### src/rtl/coin_credit_fsm.sv
// coin_credit_fsm
//   Coin credit accumulator and vending sequencer. Coins add credit up to
//   MAX_CREDIT. A purchase deducts the selected slot price and pulses
//   dispense. Any remainder, or the full credit on cancel, is returned one
//   CHANGE_UNIT coin per cycle.
//
// Ports
//   clk, rst      rising-edge clock, asynchronous active-high reset
//   enable        gates coin acceptance only
//   coin_valid    one-cycle strobe; moneda holds the coin code
//   moneda[1:0]   coin code 0..3 -> COIN_V0..COIN_V3
//   sel[1:0]      product slot, sampled with buy
//   buy, cancel   one-cycle purchase / refund requests
//   monto[W-1:0]  current credit
//   dispense      one-cycle product release
//   change_pulse  one-cycle release of one CHANGE_UNIT coin
//   coin_reject   one-cycle pulse; return the offered coin
//   insufficient  one-cycle pulse; buy refused
//   busy          high while dispensing or returning change
//   state_dbg     current FSM state (0 IDLE, 1 ACCUM, 2 DISPENSE, 3 CHANGE)
//
// Handshake: there is no backpressure. Every coin_valid strobe has exactly one
// outcome on the next cycle: the credit grows, or coin_reject pulses. buy and
// cancel are single-cycle requests with no acknowledge. While busy is high
// they are dropped silently.
module coin_credit_fsm #(
  parameter int W           = 12,
  parameter int COIN_V0     = 25,
  parameter int COIN_V1     = 50,
  parameter int COIN_V2     = 100,
  parameter int COIN_V3     = 500,
  parameter int PRICE0      = 75,
  parameter int PRICE1      = 150,
  parameter int PRICE2      = 300,
  parameter int PRICE3      = 1000,
  parameter int CHANGE_UNIT = 25,
  parameter int MAX_CREDIT  = 2000
) (
  input  logic         clk,
  input  logic         rst,
  input  logic         enable,
  input  logic         coin_valid,
  input  logic [1:0]   moneda,
  input  logic [1:0]   sel,
  input  logic         buy,
  input  logic         cancel,
  output logic [W-1:0] monto,
  output logic         dispense,
  output logic         change_pulse,
  output logic         coin_reject,
  output logic         insufficient,
  output logic         busy,
  output logic [1:0]   state_dbg
);

  typedef enum logic [1:0] {
    S_IDLE     = 2'd0,
    S_ACCUM    = 2'd1,
    S_DISPENSE = 2'd2,
    S_CHANGE   = 2'd3
  } state_t;

  localparam logic [W-1:0] UNIT    = W'(CHANGE_UNIT);
  localparam logic [W:0]   MAX_EXT = (W+1)'(MAX_CREDIT);

  state_t       state, state_d;
  logic [W-1:0] monto_d;
  logic         dispense_d, change_pulse_d, coin_reject_d, insufficient_d;

  logic [W-1:0] coin_val;
  logic [W-1:0] price;
  logic [W:0]   coin_sum;
  logic         ready;
  logic         coin_ok;
  logic         buy_ok;

  always_comb begin
    case (moneda)
      2'b00:   coin_val = W'(COIN_V0);
      2'b01:   coin_val = W'(COIN_V1);
      2'b10:   coin_val = W'(COIN_V2);
      default: coin_val = W'(COIN_V3);
    endcase
  end

  always_comb begin
    case (sel)
      2'b00:   price = W'(PRICE0);
      2'b01:   price = W'(PRICE1);
      2'b10:   price = W'(PRICE2);
      default: price = W'(PRICE3);
    endcase
  end

  // One extra bit so the ceiling test cannot be fooled by a wrapped sum.
  assign coin_sum = {1'b0, monto} + {1'b0, coin_val};
  assign ready    = (state == S_IDLE) || (state == S_ACCUM);
  // A coin only counts when it is the sole request this cycle:
  // cancel and buy both outrank it.
  assign coin_ok  = coin_valid && enable && ready && !buy && !cancel &&
                    (coin_sum <= MAX_EXT);
  assign buy_ok   = buy && !cancel && (state == S_ACCUM) && (monto >= price);

  // State and registered outputs.
  always_ff @(posedge clk or posedge rst) begin
    if (rst) begin
      state        <= S_IDLE;
      monto        <= '0;
      dispense     <= 1'b0;
      change_pulse <= 1'b0;
      coin_reject  <= 1'b0;
      insufficient <= 1'b0;
    end else begin
      state        <= state_d;
      monto        <= monto_d;
      dispense     <= dispense_d;
      change_pulse <= change_pulse_d;
      coin_reject  <= coin_reject_d;
      insufficient <= insufficient_d;
    end
  end

  // Next-state logic.
  always_comb begin
    state_d = state;
    case (state)
      S_IDLE: begin
        if (coin_ok) state_d = S_ACCUM;
      end
      S_ACCUM: begin
        if (cancel)      state_d = S_CHANGE;
        else if (buy_ok) state_d = S_DISPENSE;
      end
      S_DISPENSE: begin
        state_d = (monto != '0) ? S_CHANGE : S_IDLE;
      end
      S_CHANGE: begin
        // Leave on the same edge that pays out the last unit coin.
        if (monto <= UNIT) state_d = S_IDLE;
      end
      default: state_d = S_IDLE;
    endcase
  end

  // Next values of the registered outputs.
  always_comb begin
    monto_d        = monto;
    dispense_d     = 1'b0;
    change_pulse_d = 1'b0;
    coin_reject_d  = coin_valid && !coin_ok;
    insufficient_d = 1'b0;
    case (state)
      S_IDLE, S_ACCUM: begin
        if (cancel) begin
          // Refund keeps the full credit; CHANGE pays it out.
          monto_d = monto;
        end else if (buy) begin
          if (buy_ok) begin
            monto_d    = monto - price;
            dispense_d = 1'b1;
          end else begin
            insufficient_d = 1'b1;
          end
        end else if (coin_ok) begin
          monto_d = coin_sum[W-1:0];
        end
      end
      S_CHANGE: begin
        if (monto > UNIT) begin
          monto_d        = monto - UNIT;
          change_pulse_d = 1'b1;
        end else begin
          // Clamp at zero rather than wrap.
          monto_d        = '0;
          change_pulse_d = (monto != '0);
        end
      end
      default: begin
        monto_d = monto;
      end
    endcase
  end

  assign busy      = (state == S_DISPENSE) || (state == S_CHANGE);
  assign state_dbg = state;

endmodule

### config.mk
export PLATFORM = sky130hd
export DESIGN_NAME = coin_credit_fsm
export DESIGN_NICKNAME = d
export VERILOG_FILES = /design/src/rtl/coin_credit_fsm.sv
export SDC_FILE = /design/constraint.sdc
export NUM_CORES = 1
export LEC_CHECK = 0
export CAP_MARGIN = 20
export CORE_MARGIN = 3
export CORE_UTILIZATION = 40
export DETAILED_ROUTE_END_ITERATION = 10
export SYNTH_ARGS = -nofsm -noshare
export SYNTH_HDL_FRONTEND = slang
export SYNTH_SLANG_ARGS = --single-unit
### constraint.sdc
create_clock -name clk -period 7.3 [get_ports clk]
set_input_delay 1.46 -clock clk [delete_from_list [all_inputs] [get_ports clk]]
set_output_delay 1.46 -clock clk [all_outputs]
set_load 0.05 [all_outputs]
Word level (Yosys, flattened, before mapping)
Index checks and enable logic that the tools add are counted.
{"block": "totals", "register_bits": 18, "out_inout_bits": 19, "inputBits": 10, "word_cells": 72}
{"block": "op_classes", "reduce_logical": 22, "order_cmp": 4, "n_eq_ne": 13, "mux": 24, "n_addsub": 3}
{"operator": "12-bit two-way mux", "count": 5}
{"operator": "10-bit case mux with 3 select lines", "count": 1}
{"operator": "9-bit case mux with 3 select lines", "count": 1}
{"operator": "12-bit case mux with 2 select lines", "count": 1}
{"operator": "12-bit by 12-bit adder with 13-bit output", "count": 1}
{"operator": "13-bit by 11-bit <= comparator with 1-bit output (second input constant)", "count": 1}
{"operator": "12-bit >= comparator", "count": 1}
{"operator": "12-bit by 5-bit > comparator with 1-bit output (second input constant)", "count": 1}
{"operator": "12-bit by 5-bit <= comparator with 1-bit output (second input constant)", "count": 1}
{"operator": "12-bit nonzero test", "count": 1}
{"operator": "12-bit subtractor", "count": 1}
{"operator": "12-bit by 5-bit subtractor with 12-bit output (second input constant)", "count": 1}
{"operator": "1-bit two-way mux", "count": 10}
{"operator": "2-bit two-way mux", "count": 5}
{"operator": "1-bit logical AND", "count": 9}
{"operator": "3-bit != test (second input constant)", "count": 3}
{"operator": "2-bit equality test (second input constant)", "count": 4}
{"operator": "2-bit case mux with 4 select lines", "count": 1}
{"operator": "2-bit by 1-bit equality test with 1-bit output (second input constant)", "count": 3}
{"operator": "2-bit zero test", "count": 3}
{"operator": "2-bit != test (second input constant)", "count": 3}
{"operator": "4-bit AND reduction", "count": 1}
{"operator": "1-bit zero test", "count": 3}
{"operator": "3-bit AND reduction", "count": 1}
{"operator": "other kinds (3)", "count": 4}

Depth between registers and ports, before layout
Gate-level depths: netlist of the first run.
{"block": "logic_depth", "depth_word": 10, "depth_mapped": 14, "ltp_nobuf": 13}

Worst setup path before layout of the first run
OpenSTA, ideal clock, no wires.
{"block": "synth_timing", "path_type": "input to register", "from": "input port sel[0]", "to": "register monto[0]", "t_arrival_ns": 3.824, "path_buffers": 0, "path_stages": 13, "setup_time_ns": 0.125, "required_ns": 7.175, "slack_ns": 3.351, "path_cell_list": "inv_1 -> ha_1 -> o21ai_0 -> inv_1 -> fa_1 -> nand2b_1 -> a21oi_1 -> o22ai_1 -> o211ai_1 -> a31oi_1 -> nand4_2 -> nand2_2 -> mux2_4"}
{"block": "synth_via", "elab_chain_cells": 7, "word_cells_on_any_way": 13, "cone_classes": "add/sub (1); order compare (1); eq/ne (3); mux (5); reduce/logical (3)"}
{"item": "from (decl)", "line": "44", "rtl": "input logic [1:0] sel,"}
{"item": "2-bit equality test (tied with other cells)", "line": "87", "rtl": "case (sel)"}
{"item": "10-bit case mux with 3 select lines *", "line": "87"}
{"item": "12-bit subtractor", "line": "159", "rtl": "monto_d = monto - price;"}
{"item": "12-bit two-way mux", "line": "158", "rtl": "if (buy_ok) begin"}
{"item": "12-bit two-way mux", "line": "157", "rtl": "end else if (buy) begin"}
{"item": "12-bit two-way mux", "line": "154", "rtl": "if (cancel) begin"}
{"item": "12-bit case mux with 2 select lines", "line": "152", "rtl": "case (state)"}
{"item": "to (signal assigned)", "line": "115", "rtl": "monto <= monto_d;"}
{"item": "to (decl)", "line": "47", "rtl": "output logic [W-1:0] monto,"}
Every way passes the cells marked *; elsewhere a longest branch is shown, timed or not. The select of a mux whose other input is x is not followed.
A chain may end at the register's enable or synchronous reset.

Final worst setup path of the first run
Ends and elaborated chain as after synthesis.

==> impl_metrics.toml, run 1 <==
[final_layout]
drive_above_1_share_pct = 5.14
final_cells = 403
area_delta_synth_final_pct = 15.1
fin_area_um2 = 2820
nets = 369
n_antenna_cell = 0

[clocking]
cts_post_setup_buffers_inserted = 0
clk_latency_ns = 0.27
htreeDepth = 1
numCtsBuffers = 3
cts_buffer_depth = 2
cts.sinks = 18
post_cts_resized = 0
cts.clk_slew.worst_paths_ns = 0.08
cts_tree = "done"
cts_root_buffer = "clkbuf_8"
postCtsHoldBufs = 0

[yosys]
synth-seq-area-share_pct = 18.4
avgSynthCellArea_um2 = 7.87
syn_nets = 348
ys.flop_type = "dfrtp_1"
ys_seq_elements = 18
ys_warn_count = 0
netlist.area_leader.share_pct = 18.4
synth_edf_count = 0
syn_area_um2 = 2450
synth_cell_types = 63
synth_area_leaders = "dfrtp_1 18%, ha_1 13%, o21ai_0 4.3%"
syn_inst = 311
yosys.area.top_type = "dfrtp_1"
async_flop_share_pct = 100

[setup_path]
crit_family = "compound AO/OA/AOI/OAI gates"
cp_slowest_stage_delay_ns = 0.53
rr_worst_depth = 11
path_depth = 14
start_kind = "primary input"
path_common_cell = "inv_1"
cp_max_fo = 13
crit_slowest_cell = "clkdlybuf4s50_1"
r2r_setup_slack_ns = 3.73
crit_type = "primary input to flop"
worstPathCellList = "clkdlybuf4s50_1 > inv_1 > ha_1 > o21ai_0 > inv_1 > fa_1 > nand2b_1 > a21oi_1 > o22ai_1 > o211ai_1 > nand3_1 > nand2_1 > nand2_2 > mux2_4"
crit_buf_inv = 3
required_ns = 7.46
cp.arrival_ns = 5.20
end_kind = "flop"

[global_routing]
grt.overflow.total = 0
grt_use_total_pct = 19.9
grt_pass1_vias = 2280
antenna_found_initial = 0
grt_max_degree = 24
grt_pass1_wl_um = 11500

[floorplanning]
dieArea_um2 = 7090
die_x_um = 84.2
die_h_um = 84.2
rows = 27
coreArea_um2 = 5710
ioPinCount = 29
initial_core_util_pct = 42.8

[sta]
tightest_slew_ns = 0.855
hold_viol_final = 0
drv_slew = 0
rsz0062_at_grt = "false"
finalSetupViolations = 0
fin_crit_sh_pct = 69.1
finClkSkew_ns = 0.00343
period_needed_ns = 5.04
setup_tns_ns = 0
max_freq_ghz = 0.198
fin_ws_ns = 2.26
relSlewSlack_pct = 42.7

[placement]
place_congestion = 0.893
io_buffers = 28
placed_cell_area_um2 = 2760
dpl.cell_count = 399
place_ws_ns = 2.01
dp_hpwl_um = 5500

[min_path]
hp-class = "flop to flop"
hold_depth = 1

[route]
wl_per_cell_um = 17.3
final_antenna_net_count = 0
vias = 2426
drc_errors = 0
drtIter0Drc = 209
drt-total-wl_um = 6960
drt_pre_antenna_iters = 4
vias_per_cell = 6.02

[pwr]
power_density_nw_per_um2 = 537
vdd_ir_drop_max_uv = 252
p_int_w = 0.000657
pwr-share-clk_pct = 5.8
p_sw_w = 0.000855
p_sw_share_pct = 56.6
leakagePower_nw = 1.19
pwr-share-comb_pct = 77.9
seq_power_share_pct = 16.2

[outcome]
status = "finished, final reports clean"

[flow_run]
cap_violations = 0
[flip-flops by register name, indices dropped and copies added, names as in the netlist]
register / count
state_dbg: 2
change_pulse: 1
monto: 12
coin_reject: 1
insufficient: 1
dispense: 1
[power groups by stage]
stage               Combinational [W]  Clock (W)  Sequential, W
floorplan                    0.000767          0       0.000346
global placement              0.00117          0       0.000246
detailed placement            0.00116          0       0.000244
CTS                           0.00117  0.0000896       0.000242
global route                  0.00129  0.0000916       0.000256
finish                        0.00118  0.0000884       0.000245
[per-layer routing]
| metal | wire length (µm) | track usage, % | vias to the layer above |
|---|---|---|---|
| met3 | 473 | 2.75 | 9 |
| met5 | 0 | 0 | - |
| met2 | 2980 | 29.9 | 81 |
| met4 | 134 | 6.29 | 0 |
| met1 | 3370 | 29.2 | 1128 |
| li1 | - | - | 1208 |
[metrics by stage]
| stage | util (%) | hold WS [ns] | total power [W] |
|---|---|---|---|
| final | 49.3 | 0.660 | 0.00151 |
| after floorplan | - | 0.821 | 0.00111 |
| after CTS | 49.3 | 0.657 | 0.00150 |
| after global routing | 49.3 | 0.681 | 0.00164 |
| after global placement | 48.4 | 0.640 | 0.00141 |
| after detailed placement | 48.4 | 0.638 | 0.00141 |
[layout by cell type, fill, tap and decap left out, types with 3 or more instances in the layout]
cell type | netlist | final
clkdlybuf4s50_1 | 0 | 28
ha_1 | 25 | 25
nor2_1 | 22 | 22
inv_1 | 21 | 21
nand2_1 | 21 | 21
o21ai_0 | 21 | 21
dfrtp_1 | 18 | 18
a21oi_1 | 17 | 17
nand3_1 | 15 | 15
nor3_1 | 11 | 11
xnor2_1 | 9 | 9
a31oi_1 | 7 | 7
o211ai_1 | 7 | 7
mux2i_1 | 7 | 7
o2bb2ai_1 | 6 | 6
nor2b_1 | 5 | 5
and2_1 | 5 | 5
o21a_1 | 5 | 5
xor2_1 | 5 | 5
nand2b_1 | 5 | 5
nand4_1 | 4 | 4
o31ai_1 | 4 | 4
clkbuf_8 | 0 | 4
o221ai_1 | 3 | 3
a21o_1 | 3 | 3
o22ai_1 | 3 | 3
and3_1 | 3 | 3
nor4b_1 | 3 | 3
a22oi_1 | 3 | 3
o32a_1 | 3 | 3
[final timing paths]
path | start | endpoint
worst max-delay path | sel[0] | monto[0]
min in group asynchronous | rst | coin_reject
worst min-delay path | monto[11] | monto[11]
worst min register to register | monto[11] | monto[11]
worst max register to register | monto[0] | monto[0]
max in group asynchronous | rst | monto[2]
[cell usage after synthesis, drive strengths merged, types with 3 or more instances]
master / count
o21ai: 22
xnor2: 9
inv: 21
dfrtp: 18
xor2: 5
o31ai: 4
a21oi: 17
nand2: 22
nand3: 15
nor2b: 5
nor3: 12
a31oi: 7
and2: 5
a22oi: 3
nand4: 6
o221ai: 3
o32a: 3
o22ai: 4
and3: 4
o21a: 5
ha: 25
o211ai: 7
buf: 5
nand2b: 5
o2bb2ai: 6
mux2i: 7
nor2: 23
clkbuf: 8
a21o: 3
nor4b: 3
[area by class of cell]
class | instances | area (µm²)
fillers | 590 | 2890
clock buffers | 4 | 55.1
multi-input cells | 259 | 1850
flip-flops and latches | 18 | 450
well taps | 72 | 90.1
inverters | 21 | 78.8
repair buffers | 29 | 288
[cell families (layout without fill, tap and decap cells)]
kind of cell | after synthesis | in the layout | share of synthesized area, %
compound gates | 100 | 100 | 28.4
xor+xnor | 14 | 14 | 5.01
fa+ha+maj | 27 | 27 | 14.4
buf+inv | 34 | 54 | 5.78
flops | 18 | 18 | 18.4
mux | 8 | 8 | 3.48
simple gates | 110 | 110 | 24.5
[worst reg2reg max path: stages, from the launching register on]
cell and delay [ns]:
dfrtp_1 0.51, inv_1 0.20, ha_1 0.27, fa_1 0.38, nand2b_1 0.20, a21oi_1 0.28, o22ai_1 0.21, o211ai_1 0.35
nand3_1 0.12, nand2_1 0.33, nand2_2 0.26, mux2_4 0.35
(Power assumes the default switching activity.)
==> run 2: changes to the inputs <==
Clock period 7.3 ns to 4.1 ns, I/O delays scaled along.
==> run 2 against run 1 <==
Against the previous run:
- non-clock buffer count is 20 higher
- sequential cell count stayed put
- clock-buffer cell count stayed put
==> impl_metrics.toml, run 2 (synthesis results as in run 1) <==
[pwr]
power_density_nw_per_um2 = 942
pwr-share-comb_pct = 79.2
p_sw_share_pct = 55.2
fin_total_pwr_w = 0.00279
leakagePower_nw = 1.28
pwr-share-clk_pct = 5.3
vdd_ir_drop_max_uv = 506
seq_power_share_pct = 15.4
p_sw_w = 0.00154
p_int_w = 0.00125

[route]
drt-total-wl_um = 7230
wl_per_cell_um = 17.1
drc_errors = 0
drtIter0Drc = 187
vias_per_cell = 5.93
drt_pre_antenna_iters = 4
final_antenna_net_count = 0
vias = 2510

[sta]
max_freq_ghz = 0.262
drv_slew = 0
hold_viol_final = 0
fin_crit_sh_pct = 93.0
rsz0062_at_grt = "false"
relSlewSlack_pct = 39.3
tightest_slew_ns = 0.906
finClkSkew_ns = 0.00601
period_needed_ns = 3.81
setup_tns_ns = 0
finalSetupViolations = 0

[min_path]
hold_depth = 1
holdPathEnd = "monto[11]"
hp-class = "flop to flop"
min-delay-start = "monto[11]"

[clocking]
cts_tree = "done"
cts_post_setup_buffers_inserted = 0
clk_latency_ns = 0.25
cts.sinks = 18
post_cts_resized = 0
numCtsBuffers = 3
htreeDepth = 1
cts.clk_slew.worst_paths_ns = 0.08
cts_buffer_depth = 2
postCtsHoldBufs = 0
cts_root_buffer = "clkbuf_8"

[placement]
place_congestion = 0.905
dp_hpwl_um = 5830
io_buffers = 28

[outcome]
status = "finished, final reports clean"

[global_routing]
grt_pass1_vias = 2373
grt.overflow.total = 0
grt_max_degree = 24
antenna_found_initial = 0
grt_use_total_pct = 20.7
grt_pass1_wl_um = 12000

[final_layout]
mostFrequentLayoutCells = "28 x clkdlybuf4s50_1, 25 x ha_1, 22 x nor2_1"
regMostFlops = "monto"
largest_register_ffs = 12
nets = 389
mostFrequentLayoutCell = "clkdlybuf4s50_1"
area_delta_synth_final_pct = 21.3
drive_above_1_share_pct = 10.5
n_antenna_cell = 0

[setup_path]
cp_max_fo = 10
reg2reg_from = "monto[0]"
cp.arrival_ns = 3.96
start_kind = "primary input"
end_kind = "flop"
r2r-end = "monto[10]"
rr_worst_depth = 12
r2r_setup_slack_ns = 0.99
crit_type = "primary input to flop"
required_ns = 4.25

[floorplanning]
initial_core_util_pct = 42.8
ioPinCount = 29
dieArea_um2 = 7090
die_x_um = 84.2
die_h_um = 84.2
coreArea_um2 = 5710
rows = 27

[flow_run]
cap_violations = 0
==> run 2: metal layers <==
layer	GRT usage [%]	part of all wire, %
met5	0	0
met4	8.33	3.2
met3	1.28	3.9
met1	31.6	50
met2	30.1	43
==> run 2: through the flow <==
step	hold WS [ns]	util (%)	setup slack [ns]	cell area (µm²)	cells
global route	0.662	52.0	0.0355	2970	423
global placement	0.634	51.0	0.0945	2910	419
CTS	0.618	52.0	0.296	2970	423
detailed placement	0.605	51.0	0.0348	2910	419
floorplan	0.759	-	0.791	2450	311
finish	0.617	52.0	0.286	2970	423
==> run 2: cell type report <==
type,instances,area (µm²)
fillers,583,2740
inverters,21,78.8
repair buffers,49,438
well taps,72,90.1
flip-flops and latches,18,450
multi-input cells,259,1850
clock buffers,4,55.1
==> run 2: worst max-delay path: stages <==
cell and delay (ns):
clkdlybuf4s50_1 0.51, inv_1 0.09, ha_1 0.20, o21ai_0 0.21, inv_1 0.09, fa_1 0.40
nand2b_1 0.19, a21oi_1 0.21, o22ai_1 0.18, o211ai_1 0.31, nand3_1 0.13, nand2_1 0.16
buf_4 0.20, nand2_1 0.07, a32o_1 0.19
==> run 2: power groups by stage <==
| stage | Combinational (W) | Clock (W) | Sequential, W |
|---|---|---|---|
| after floorplan | 0.00137 | 0 | 0.000617 |
| after global placement | 0.00219 | 0 | 0.000435 |
| after detailed placement | 0.00219 | 0 | 0.000432 |
| after CTS | 0.00220 | 0.000152 | 0.000428 |
| after global routing | 0.00243 | 0.000158 | 0.000453 |
| final | 0.00221 | 0.000149 | 0.000432 |
==> run 2: worst max path at each step <==
stage          startpoint         to  slack, ns
6_report           sel[1]  monto[10]       0.29
5_1_grt            sel[1]   monto[3]       0.04
4_1_cts            sel[1]   monto[3]       0.30
3_5_place_dp       sel[1]  monto[10]       0.03
3_3_place_gp       sel[1]   monto[3]       0.09
2_1_floorplan      sel[0]   monto[0]       0.79
==> run 3: changes to the inputs <==
Settings changed: CORE_MARGIN 3 to unset, GPL_ROUTABILITY_DRIVEN set to 0.
==> run 3 against run 2 <==
Against the previous run:
- via count up 1.3%
- maximum frequency down 0.12%
- sequential power about the same
- global-route usage up 2.3 points
- setup slack worse by 0.0047 ns
==> impl_metrics.toml, run 3 (synthesis results as in run 1) <==
[pwr]
vdd_ir_drop_max_uv = 385
p_int_w = 0.00123
p_sw_w = 0.00154
power_density_nw_per_um2 = 950
seq_power_share_pct = 15.6
pwr-share-comb_pct = 78.9
leakagePower_nw = 1.24
p_sw_share_pct = 55.6
pwr-share-clk_pct = 5.5

[global_routing]
grt_use_total_pct = 23.1
grt_pass1_wl_um = 11500
grt.overflow.total = 0
grt_pass1_vias = 2299
antenna_found_initial = 0
grt_max_degree = 23

[sta]
finalSetupViolations = 0
max_freq_ghz = 0.262
finClkSkew_ns = 0.00342
tightest_slew_ns = 0.981
rsz0062_at_grt = "false"
fin_crit_sh_pct = 93.1
fin_hold_ws_ns = 0.593
hold_viol_final = 0
relSlewSlack_pct = 34.3
setup_tns_ns = 0
drv_slew = 0
period_needed_ns = 3.82

[final_layout]
multiInputGateArea_um2 = 1860
mostFrequentLayoutCells = "28 x clkdlybuf4s50_1, 25 x ha_1, 22 x nor2_1"
seq_area_um2 = 450
drive_above_1_share_pct = 8.48
num-fill-cells = 579
n_antenna_cell = 0
fin_area_um2 = 2910
area_delta_synth_final_pct = 18.8
regMostFlops = "monto"
largest_register_ffs = 12
mostFrequentLayoutCell = "clkdlybuf4s50_1"
nets = 380

[placement]
placed_cell_area_um2 = 2850
dp_hpwl_um = 5550
io_buffers = 28

[clocking]
cts_root_buffer = "clkbuf_8"
htreeDepth = 1
cts_tree = "done"
postCtsHoldBufs = 0
numCtsBuffers = 3
clk_latency_ns = 0.26
cts_buffer_depth = 2
cts.clk_slew.worst_paths_ns = 0.08
cts.sinks = 18

[floorplanning]
rows = 28
ioPinCount = 29
coreArea_um2 = 5920
initial_core_util_pct = 41.3
die_h_um = 80.2
die_x_um = 80.2
dieArea_um2 = 6430

[route]
vias_per_cell = 6.10
vias = 2543
drt-total-wl_um = 7070
wl_per_cell_um = 16.9
drtIter0Drc = 246
final_antenna_net_count = 0
drc_errors = 0
drt_pre_antenna_iters = 4

[setup_path]
cp.arrival_ns = 3.97
crit_type = "primary input to flop"
start_kind = "primary input"
end_kind = "flop"
cp_max_fo = 7
required_ns = 4.25

[outcome]
status = "finished, final reports clean"

[flow_run]
cap_violations = 0

[min_path]
hp-class = "flop to flop"
==> run 3: cell types whose count changed in the layout (fill, tap and decap cells not counted), sizes merged <==
cell and delta:
buf -9
==> run 3: worst paths after layout <==
| path | start | to | slack [ns] | cells after the start |
|---|---|---|---|---|
| max | sel[0] | monto[0] | 0.28 | 14 |
| min | monto[11] | monto[11] | 0.59 | 1 |
| max reg2reg | monto[1] | monto[0] | 1.02 | 10 |
| min reg2reg | monto[11] | monto[11] | 0.59 | 1 |
| max in group asynchronous | rst | monto[2] | 2.64 | 2 |
| min in group asynchronous | rst | state_dbg[0] | 0.99 | 2 |
==> run 3: repair_timing <==
action	4_1_cts	5_1_grt
resized for setup	0	2
setup endpoints to repair	0	7
setup buffers	0	0
==> run 3: metrics by stage <==
| step | util, % | instances | setup WS, ns | power [W] |
|---|---|---|---|---|
| floorplan | - | 311 | 0.791 | 0.00198 |
| global route | 49.1 | 417 | 0.0743 | 0.00299 |
| CTS | 49.0 | 417 | 0.257 | 0.00274 |
| detailed placement | 48.1 | 413 | -0.0145 | 0.00257 |
| finish | 49.1 | 417 | 0.281 | 0.00276 |
| global placement | 48.1 | 413 | 0.0796 | 0.00258 |
==> run 3: power by group through the flow <==
stage	combinational (W)	clock, W	sequential [W]
2_1_floorplan	0.00137	0	0.000617
3_3_place_gp	0.00215	0	0.000437
3_5_place_dp	0.00214	0	0.000431
4_1_cts	0.00215	0.000155	0.000430
5_1_grt	0.00238	0.000164	0.000446
6_report	0.00218	0.000152	0.000432
==> run 3: layout make-up <==
type | count | area share, %
inverters | 21 | 2.71
multi-input cells | 259 | 63.9
well taps | 75 | 3.23
flip-flops and latches | 18 | 15.5
repair buffers | 40 | 12.7
clock buffers | 4 | 1.89
==> run 3: metal layers <==
layer  vias up  share of wire (%)  track usage, %
met5         -                  0               0
met4         0                2.9            7.86
met3        23                6.4            2.95
met2        96                 47            37.9
met1      1193                 44            30.9
li1       1231                  -               -
==> run 3: critical path, stage by stage <==
cell and delay [ns]:
clkdlybuf4s50_1 0.53, inv_1 0.11, ha_1 0.23, o21ai_0 0.23
inv_1 0.09, fa_1 0.41, nand2b_1 0.21, a21oi_2 0.18
o22ai_1 0.15, o211ai_1 0.24, nand3_1 0.14, nand2_1 0.16
nand2_2 0.15, mux2_4 0.32
